## src/rtl/player_status_ascii_tx_pkg.sv

```systemverilog
// Shared definitions for player_status_ascii_tx: ASCII codes, message ids,
// message lengths and FSM state encoding.
package player_status_ascii_tx_pkg;

  localparam logic [7:0] ASC_R  = 8'h52;
  localparam logic [7:0] ASC_S  = 8'h53;
  localparam logic [7:0] ASC_T  = 8'h54;
  localparam logic [7:0] ASC_P  = 8'h50;
  localparam logic [7:0] ASC_A  = 8'h41;
  localparam logic [7:0] ASC_U  = 8'h55;
  localparam logic [7:0] ASC_E  = 8'h45;
  localparam logic [7:0] ASC_L  = 8'h4C;
  localparam logic [7:0] ASC_Y  = 8'h59;
  localparam logic [7:0] ASC_F  = 8'h46;
  localparam logic [7:0] ASC_W  = 8'h57;
  localparam logic [7:0] ASC_D  = 8'h44;
  localparam logic [7:0] ASC_V  = 8'h56;
  localparam logic [7:0] ASC_CR = 8'h0D;
  localparam logic [7:0] ASC_LF = 8'h0A;
  localparam logic [7:0] ASC_SP = 8'h20;

  typedef logic [2:0] idx_t;

  typedef enum logic [2:0] {
    MSG_RST,
    MSG_PAUSE,
    MSG_PLAY,
    MSG_FWD,
    MSG_REV
  } msg_id_e;

  typedef enum logic [1:0] {
    ST_IDLE,
    ST_SEND,
    ST_TERM,
    ST_GAP
  } state_e;

  localparam idx_t LEN_RST   = 3'd3;
  localparam idx_t LEN_PAUSE = 3'd5;
  localparam idx_t LEN_PLAY  = 3'd4;
  localparam idx_t LEN_FWD   = 3'd3;
  localparam idx_t LEN_REV   = 3'd3;

  function automatic idx_t msg_len(input msg_id_e id);
    case (id)
      MSG_RST:   return LEN_RST;
      MSG_PAUSE: return LEN_PAUSE;
      MSG_PLAY:  return LEN_PLAY;
      MSG_FWD:   return LEN_FWD;
      MSG_REV:   return LEN_REV;
      default:   return LEN_RST;
    endcase
  endfunction

endpackage

```

## src/rtl/player_status_ascii_tx_status_msg_rom.sv

```systemverilog
// status_msg_rom: combinational message text lookup, (msg_id, index) -> ASCII
// byte plus a flag marking the last character of the message.
module status_msg_rom
  import player_status_ascii_tx_pkg::*;
(
  input  msg_id_e    msg_id,
  input  idx_t       index,
  output logic [7:0] ascii,
  output logic       last
);

  always_comb begin
    ascii = ASC_SP;
    case (msg_id)
      MSG_RST: begin
        case (index)
          3'd0: ascii = ASC_R;
          3'd1: ascii = ASC_S;
          3'd2: ascii = ASC_T;
          default: ;
        endcase
      end
      MSG_PAUSE: begin
        case (index)
          3'd0: ascii = ASC_P;
          3'd1: ascii = ASC_A;
          3'd2: ascii = ASC_U;
          3'd3: ascii = ASC_S;
          3'd4: ascii = ASC_E;
          default: ;
        endcase
      end
      MSG_PLAY: begin
        case (index)
          3'd0: ascii = ASC_P;
          3'd1: ascii = ASC_L;
          3'd2: ascii = ASC_A;
          3'd3: ascii = ASC_Y;
          default: ;
        endcase
      end
      MSG_FWD: begin
        case (index)
          3'd0: ascii = ASC_F;
          3'd1: ascii = ASC_W;
          3'd2: ascii = ASC_D;
          default: ;
        endcase
      end
      MSG_REV: begin
        case (index)
          3'd0: ascii = ASC_R;
          3'd1: ascii = ASC_E;
          3'd2: ascii = ASC_V;
          default: ;
        endcase
      end
      default: ;
    endcase
    last = (index == msg_len(msg_id) - 3'd1);
  end

endmodule

```

## src/rtl/player_status_ascii_tx.sv

```systemverilog
// Echoes player flag changes (restart/pause/direction) as ASCII messages on a
// valid/ready byte stream. Define PLAYER_STATUS_CRLF_EN for a CR LF terminator.
module player_status_ascii_tx
  import player_status_ascii_tx_pkg::*;
#(
  parameter int IDLE_GAP = 0
) (
  input  logic       clk,
  input  logic       reset_n,
  input  logic       pause,
  input  logic       play_forward,
  input  logic       restart,
  output logic [7:0] char_data,
  output logic       char_valid,
  input  logic       char_ready,
  output logic       busy
);

`ifdef PLAYER_STATUS_CRLF_EN
  localparam logic [7:0] TERM_FIRST = ASC_CR;
`else
  localparam logic [7:0] TERM_FIRST = ASC_SP;
`endif

  localparam logic [7:0] GAP_LAST = 8'(IDLE_GAP - 1);

  state_e     state_q, state_d;
  idx_t       idx_q, idx_d;
  logic [7:0] gap_cnt_q, gap_cnt_d;
  msg_id_e    msg_q, msg_d;
  logic       last_q, last_d;
  logic [7:0] char_data_q, char_data_d;
  logic       char_valid_q, char_valid_d;
  logic       pause_s_q, pause_s_d;
  logic       dir_s_q, dir_s_d;
  logic       restart_d_q, restart_d_d;
  logic       rst_pend_q, rst_pend_d;
  logic       rep_pause_q, rep_pause_d;
  logic       rep_dir_q, rep_dir_d;

  msg_id_e    rom_msg;
  idx_t       rom_idx;
  logic [7:0] rom_ascii;
  logic       rom_last;
  logic       handshake;
  logic       sel_rst;
  logic       term_done;

  status_msg_rom u_rom (
    .msg_id (rom_msg),
    .index  (rom_idx),
    .ascii  (rom_ascii),
    .last   (rom_last)
  );

  // The ROM is always addressed with the byte to be presented next, so
  // char_data can be loaded straight into its output register.
  always_comb begin
    // NOTE: every signal written here gets a default first, so no path can
    // leave one unassigned and infer a latch.
    state_d      = state_q;
    idx_d        = idx_q;
    gap_cnt_d    = gap_cnt_q;
    msg_d        = msg_q;
    last_d       = last_q;
    char_data_d  = char_data_q;
    char_valid_d = char_valid_q;
    rep_pause_d  = rep_pause_q;
    rep_dir_d    = rep_dir_q;
    pause_s_d    = pause;
    dir_s_d      = play_forward;
    restart_d_d  = restart;
    rom_msg      = msg_q;
    rom_idx      = idx_q + 3'd1;
    handshake    = char_valid_q & char_ready;
    sel_rst      = 1'b0;
    term_done    = 1'b0;

    case (state_q)
      ST_IDLE: begin
        if (rst_pend_q || (pause_s_q != rep_pause_q) || (dir_s_q != rep_dir_q)) begin
          if (rst_pend_q) begin
            rom_msg = MSG_RST;
            sel_rst = 1'b1;
          end else if (pause_s_q != rep_pause_q) begin
            rom_msg     = pause_s_q ? MSG_PAUSE : MSG_PLAY;
            rep_pause_d = pause_s_q;
          end else begin
            rom_msg   = dir_s_q ? MSG_FWD : MSG_REV;
            rep_dir_d = dir_s_q;
          end
          rom_idx      = '0;
          msg_d        = rom_msg;
          idx_d        = '0;
          char_data_d  = rom_ascii;
          last_d       = rom_last;
          char_valid_d = 1'b1;
          state_d      = ST_SEND;
        end
      end
      ST_SEND: begin
        if (handshake) begin
          if (last_q) begin
            idx_d       = '0;
            char_data_d = TERM_FIRST;
            state_d     = ST_TERM;
          end else begin
            idx_d       = rom_idx;
            char_data_d = rom_ascii;
            last_d      = rom_last;
          end
        end
      end
      ST_TERM: begin
        if (handshake) begin
`ifdef PLAYER_STATUS_CRLF_EN
          if (idx_q == '0) begin
            char_data_d = ASC_LF;
            idx_d       = 3'd1;
          end else begin
            term_done = 1'b1;
          end
`else
          term_done = 1'b1;
`endif
        end
      end
      ST_GAP: begin
        if (gap_cnt_q == GAP_LAST) begin
          gap_cnt_d = '0;
          state_d   = ST_IDLE;
        end else begin
          gap_cnt_d = gap_cnt_q + 8'd1;
        end
      end
      default: state_d = ST_IDLE;
    endcase

    // GAP holds for exactly IDLE_GAP clocks after the last terminator byte.
    if (term_done) begin
      char_valid_d = 1'b0;
      idx_d        = '0;
      gap_cnt_d    = '0;
      state_d      = (IDLE_GAP > 0) ? ST_GAP : ST_IDLE;
    end

    // A rising edge coinciding with RST selection re-arms the pending bit.
    rst_pend_d = (rst_pend_q & ~sel_rst) | (restart & ~restart_d_q);
  end

  always_ff @(posedge clk or negedge reset_n) begin
    if (!reset_n) begin
      state_q      <= ST_IDLE;
      idx_q        <= '0;
      gap_cnt_q    <= '0;
      msg_q        <= MSG_RST;
      last_q       <= 1'b0;
      char_data_q  <= 8'h00;
      char_valid_q <= 1'b0;
      pause_s_q    <= 1'b1;
      dir_s_q      <= 1'b1;
      restart_d_q  <= 1'b0;
      rst_pend_q   <= 1'b0;
      rep_pause_q  <= 1'b1;
      rep_dir_q    <= 1'b1;
    end else begin
      // NOTE: non-blocking assignments so every flop samples pre-edge values.
      state_q      <= state_d;
      idx_q        <= idx_d;
      gap_cnt_q    <= gap_cnt_d;
      msg_q        <= msg_d;
      last_q       <= last_d;
      char_data_q  <= char_data_d;
      char_valid_q <= char_valid_d;
      pause_s_q    <= pause_s_d;
      dir_s_q      <= dir_s_d;
      restart_d_q  <= restart_d_d;
      rst_pend_q   <= rst_pend_d;
      rep_pause_q  <= rep_pause_d;
      rep_dir_q    <= rep_dir_d;
    end
  end

  assign char_data  = char_data_q;
  assign char_valid = char_valid_q;
  assign busy       = (state_q != ST_IDLE);

endmodule

```

## config.mk

```make
export PLATFORM = sky130hd
export DESIGN_NAME = player_status_ascii_tx
export DESIGN_NICKNAME = d
export VERILOG_FILES = /design/src/rtl/player_status_ascii_tx_pkg.sv /design/src/rtl/player_status_ascii_tx_status_msg_rom.sv /design/src/rtl/player_status_ascii_tx.sv
export SDC_FILE = /design/constraint.sdc
export NUM_CORES = 1
export LEC_CHECK = 0
export ABC_AREA = 0
export CAP_MARGIN = 25
export CORE_MARGIN = 2
export CORE_UTILIZATION = 35
export CTS_CLUSTER_SIZE = 8
export DETAILED_ROUTE_END_ITERATION = 8
export SLEW_MARGIN = 20
export SYNTH_ARGS = -nofsm -noshare
export SYNTH_HDL_FRONTEND = slang
export SYNTH_SLANG_ARGS = --single-unit
```

## constraint.sdc

```tcl
create_clock -name clk -period 2.8 [get_ports clk]
set_input_delay 0.7 -clock clk [delete_from_list [all_inputs] [get_ports clk]]
set_output_delay 0.7 -clock clk [all_outputs]
set_load 0.01 [all_outputs]
```

* Word level (Yosys, flattened, before mapping)
Cells that the tools add are included.
** Storage, ports and cells
- Output and inout port bits :: 10
- Flip-flop bits (word level) :: 32
- Bits of input ports :: 6
- Logic and storage cells :: 108
** Operators by class
- $add $sub $neg :: 3
- Equal/unequal tests :: 21
- Bitwise logic cells :: 8
- Reductions and logical operators :: 18
- Mux-type cells :: 45
** Operators with widths (number)
- case mux 7 bit (3 select lines) :: 3
- 2-to-1 mux 8 bit :: 6
- case mux 8 bit (5 select lines) :: 1
- case mux 7 bit (5 select lines) :: 1
- 2-to-1 mux 3 bit :: 11
- case mux 7 bit (4 select lines) :: 1
- case mux 8 bit (2 select lines) :: 1
- == test 3 x 2 -> 1 bit, second input constant :: 4
- 2-to-1 mux 2 bit :: 6
- != test 3 bit, second input constant :: 4
- case mux 3 bit (2 select lines) :: 2
- 2-to-1 mux 1 bit :: 11
- nonzero test 2 bit :: 5
- adder 8 x 1 -> 8 bit, second input constant :: 1
- == test 8 bit, second input constant :: 1
- AND reduction 4 bit :: 2
- == test 3 x 1 -> 1 bit, second input constant :: 2
- == test 3 bit, second input constant :: 2
- zero test 3 bit :: 2
- case mux 2 bit (3 select lines) :: 1
- AND reduction 3 bit :: 2
- AND reduction 5 bit :: 1
- == test 2 bit, second input constant :: 2
- != test 2 bit, second input constant :: 2
- other kinds (14) :: 21

* Longest topological paths before layout
- Depth after elaboration :: 12
- Gate-level depth with buffers :: 11
- Depth with buffers taken out :: 9

* Modules after synthesis
A second synthesis with hierarchy kept.
** Unflattened totals
- Cell total of the unflattened synthesis :: 207
- Area, all modules :: 1893.1 sq um
** By module, submodules not included
- player_status_ascii_tx :: seq. area each 805.8 sq um, area an instance 1559.0 sq um, times used 1, cells each 153
- status_msg_rom :: seq. area each 0.0 sq um, area an instance 334.1 sq um, times used 1, cells each 54

* Least setup slack after synthesis
Ideal clock, no wire load.
- Kind :: register to register
- From :: register dir_s_q
- To :: register char_data_q[4] (netlist: char_data[4])
- Path buffers :: 2
- Slack :: 0.644 ns
- Data arrival time :: 2.028 ns
- Library setup time :: 0.128 ns
- Stages on the path, launching flop included :: 10
- Required time :: 2.672 ns
- Cells stage by stage :: dfstp_2 > buf_2 > xor2_1 > o21ai_1 > o31ai_4 > buf_2 > mux2i_1 > nand2_1 > a31oi_1 > o21ai_1
** Between the ends
- Longest elaborated chain between the ends :: 10
- Elaborated cells on any way between the ends :: 31
** RTL lines
- start, declared :: RTL line player_status_ascii_tx.sv:35 : logic dir_s_q, dir_s_d;
- start signal, assigned :: RTL line player_status_ascii_tx.sv:176 : dir_s_q <= dir_s_d;
- != test 1 bit or 2-to-1 mux 3 bit (tied branches) :: RTL line player_status_ascii_tx.sv:81, player_status_ascii_tx.sv:89
- logical OR 1 bit or 2-to-1 mux 3 bit (tied branches) :: RTL line player_status_ascii_tx.sv:81, player_status_ascii_tx.sv:85
- 2-to-1 mux 3 bit, on equally long branches :: RTL line player_status_ascii_tx.sv:81, player_status_ascii_tx.sv:82
- 2-to-1 mux 3 bit, on equally long branches
- == test 3 bit, or another cell as far along :: RTL line player_status_ascii_tx_status_msg_rom.sv:24 : case (index)
- case mux 7 bit (5 select lines), or another cell as far along :: RTL line player_status_ascii_tx_status_msg_rom.sv:24
- case mux 8 bit (5 select lines) :: RTL line player_status_ascii_tx_status_msg_rom.sv:14 : case (msg_id)
- 2-to-1 mux 8 bit :: RTL line player_status_ascii_tx.sv:103 : if (last_q) begin
- 2-to-1 mux 8 bit :: RTL line player_status_ascii_tx.sv:102 : if (handshake) begin
- case mux 8 bit (2 select lines) :: RTL line player_status_ascii_tx.sv:79 : case (state_q)
- end signal, assigned :: RTL line player_status_ascii_tx.sv:173 : char_data_q <= char_data_d;
- end, declared :: RTL line player_status_ascii_tx.sv:32 : logic [7:0] char_data_q, char_data_d;
Parallel ways exist; a longest one is shown, timed or not. The select of a mux whose other input is x is not followed.
A chain may end at the register's enable or synchronous reset.

* Final worst setup path
Ends and elaborated chain as after synthesis.

==> flow_summary.ini <==
[outcome]
status = finished clean

[worst_setup_path]
ff2ff_setup_slack_ns = 0.39
cp-end-kind = flip-flop
crit_path_cell_trace = xnor2_1, a31oi_4, o32a_1, inv_4, and3_4, a22o_1, a31oi_1, o21ai_1
crit_path_start = dir_s_q$_DFF_PN1_
r2r_end = char_data[4]$_DFFE_PN0P_
required_ns = 2.97
crit_fanout = 10
crit_type = flip-flop to flip-flop
r2r_cells = 8
arrival_ns = 2.57
cpPeakStageDelay_ns = 0.61
crit_path_end = char_data[4]$_DFFE_PN0P_
start_kind = flip-flop
r2r-start = dir_s_q$_DFF_PN1_
slowest_stage = dfstp_2

[finish]
layout_common_cells = dfrtp_1 (27), nor2_1 (23), nand2_1 (21), o21ai_0 (20)
post-route-cell-area_mm2 = 0.00225
final_common_cell = dfrtp_1
num_antenna_cells = 0
nets = 247
drive_gt1_share_pct = 11.7
final_util_pct = 41.6
area_growth_pct = 16.6
fill_cells = 544
instances_no_fill = 312

[yosys]
syn-num-nets = 229
yosysSeqAreaShare_pct = 40.5
synth_top_area_cell = dfrtp_1
synth_area_mm2 = 0.00193
synth_top_area_share_pct = 35.0
postSynthCellCount = 221
syn-mean-instance-area_um2 = 8.73
synth_edf_count = 0
synth_seq_cells = 31
synth_ff_type = dfrtp_1
async_reset_ff_share_pct = 100
synth_area_leaders = dfrtp_1 (35%), dfstp_2 (5.4%), o21ai_0 (5.2%), nor2_1 (4.5%), nand2_1 (4.1%)
yosys_warnings = 0
ys_types = 53

[routing]
firstDrtPassIters = 5
drtIter0Drc = 76
wl_per_cell_um = 13.8
viasPerCell = 5.16
ant_nets = 0
vias = 1611
drc = 0
routed_wl_mm = 4.30

[worst_hold_path]
hp-class = flip-flop to flip-flop

[placed_design]
numPortBuffers = 14
placedInstanceArea_mm2 = 0.00215
gp_congestion = 0.915
post-dp-hpwl_mm = 3.05
place_inst = 304

[clocking]
cts_made_buffers = 5
cts.sinks = 31
cts_setup_buffers = 0
h-tree-depth = 2
post_cts_resized = 0
cts_root_buffer = clkbuf_8
cts_hold_buffers = 0
path_clk_slew_ns = 0.07
tritoncts = yes
clockBufferDepth = 2
clk_latency_ns = 0.29

[sta]
hold_violations = 0
rsz0062_at_grt = false
setup_viol = 0
slew_viol_final = 0
fin_crit_ns = 2.41
finalCritPeriodShare_pct = 85.9
slew_headroom_pct = 57.7
final.setup.tns_ns = 0
fmax_mhz = 416
finClkSkew_ns = 0.00527
max_slew.worst_pin.slew_ns = 0.631

[floorplanning]
die_h_um = 78.2
num_rows = 27
die_x_um = 78.2
die_area_mm2 = 0.00612
ios = 16
initial_core_util_pct = 35.7
core_mm2 = 0.00541

[global_route]
track_usage_pct = 15.3
grt_max_degree = 32
grt_pass1_vias = 1560
grt_first_pass_wirelength_mm = 7.38
overflow = 0
antenna_found_initial = 0

[power_and_ir_drop]
power_leakage_uw = 0.000971
ir_worst_vdd_mv = 0.460
power.density_mw_per_mm2 = 1070

[run]
max-cap-violations = 0
[layout make-up]
class / count / area (um^2) / area share (%)
repair buffers: 20 / 185 / 8.23
multi-input cells: 166 / 1030 / 46.0
inverters: 15 / 58.8 / 2.61
well taps: 72 / 90.1 / 4.00
clock buffers: 8 / 100 / 4.45
flip-flops and latches: 31 / 781 / 34.7
[kinds of logic after synthesis]
| group | after synthesis | synth area share [%] |
|---|---|---|
| AOI/OAI and AO/OA | 70 | 24.5 |
| buffers and inverters | 24 | 5.90 |
| other | 1 | 0.194 |
| and+or+nand+nor | 80 | 21.3 |
| xor gates and xnor gates | 8 | 3.63 |
| DFF | 31 | 40.5 |
| muxes | 5 | 2.72 |
| adders and majority gates | 2 | 1.30 |
[worst min path at each step]
stage          cells after the start  slack [ns]                  endpoint                   from
2_1_floorplan                      0        0.40  char_data[0]$_DFFE_PN0P_                reset_n
3_3_place_gp                       1        0.43      rst_pend_q$_DFF_PN0_  restart_d_q$_DFF_PN0_
3_5_place_dp                       1        0.43      rst_pend_q$_DFF_PN0_  restart_d_q$_DFF_PN0_
4_1_cts                            1        0.44      rst_pend_q$_DFF_PN0_  restart_d_q$_DFF_PN0_
5_1_grt                            1        0.46      rst_pend_q$_DFF_PN0_  restart_d_q$_DFF_PN0_
6_report                           1        0.44      rst_pend_q$_DFF_PN0_  restart_d_q$_DFF_PN0_
[per-stage QoR]
step	worst slack, ns	hold slack [ns]	power (uW)
after global routing	0.195	0.461	2620
after CTS	0.369	0.443	2420
final	0.394	0.438	2410
after global placement	0.394	0.432	2000
after floorplan	0.644	0.404	1650
after detailed placement	0.389	0.426	2010
[worst max-delay path, delay by kind of cell, from the launching register on]
kind | cells | cell delay [ns]
AO/OA/AOI/OAI | 5 | 1.22
XOR/XNOR | 1 | 0.15
buffers and inverters | 1 | 0.09
flip-flops | 1 | 0.61
AND/OR/NAND/NOR | 1 | 0.21
[power breakdown]
| part | leakage (uW) | total, uW | internal (uW) | switching (uW) |
|---|---|---|---|---|
| Combinational | 0.000543 | 1250 | 535 | 719 |
| Sequential | 0.000376 | 755 | 605 | 150 |
| Clock | 0.0000515 | 401 | 224 | 176 |
[routing by layer]
metal | vias to the layer above | GRT usage (%) | part of all wire [%]
li1 | 817 | - | -
met1 | 767 | 20.1 | 50
met2 | 19 | 24.4 | 46
met3 | 8 | 3.56 | 2.7
met4 | 0 | 6.32 | 1.7
met5 | - | 0 | 0
[synth_stat cells, types with 5 or more instances]
cell type / count
nand3_1: 7
nor2_1: 23
a21o_1: 5
o21ai_1: 5
inv_1: 14
dfrtp_1: 27
o21ai_0: 20
a21oi_1: 13
nand2_1: 21
[sequential cells by signal, summed over array words and instances (netlist names), 2 cells and up]
| signal | cells |
|---|---|
| char_data | 7 |
| gap_cnt_q | 8 |
| idx_q | 3 |
| msg_q | 3 |
| state_q | 2 |
Note: power is estimated with default switching activity, not from simulation.
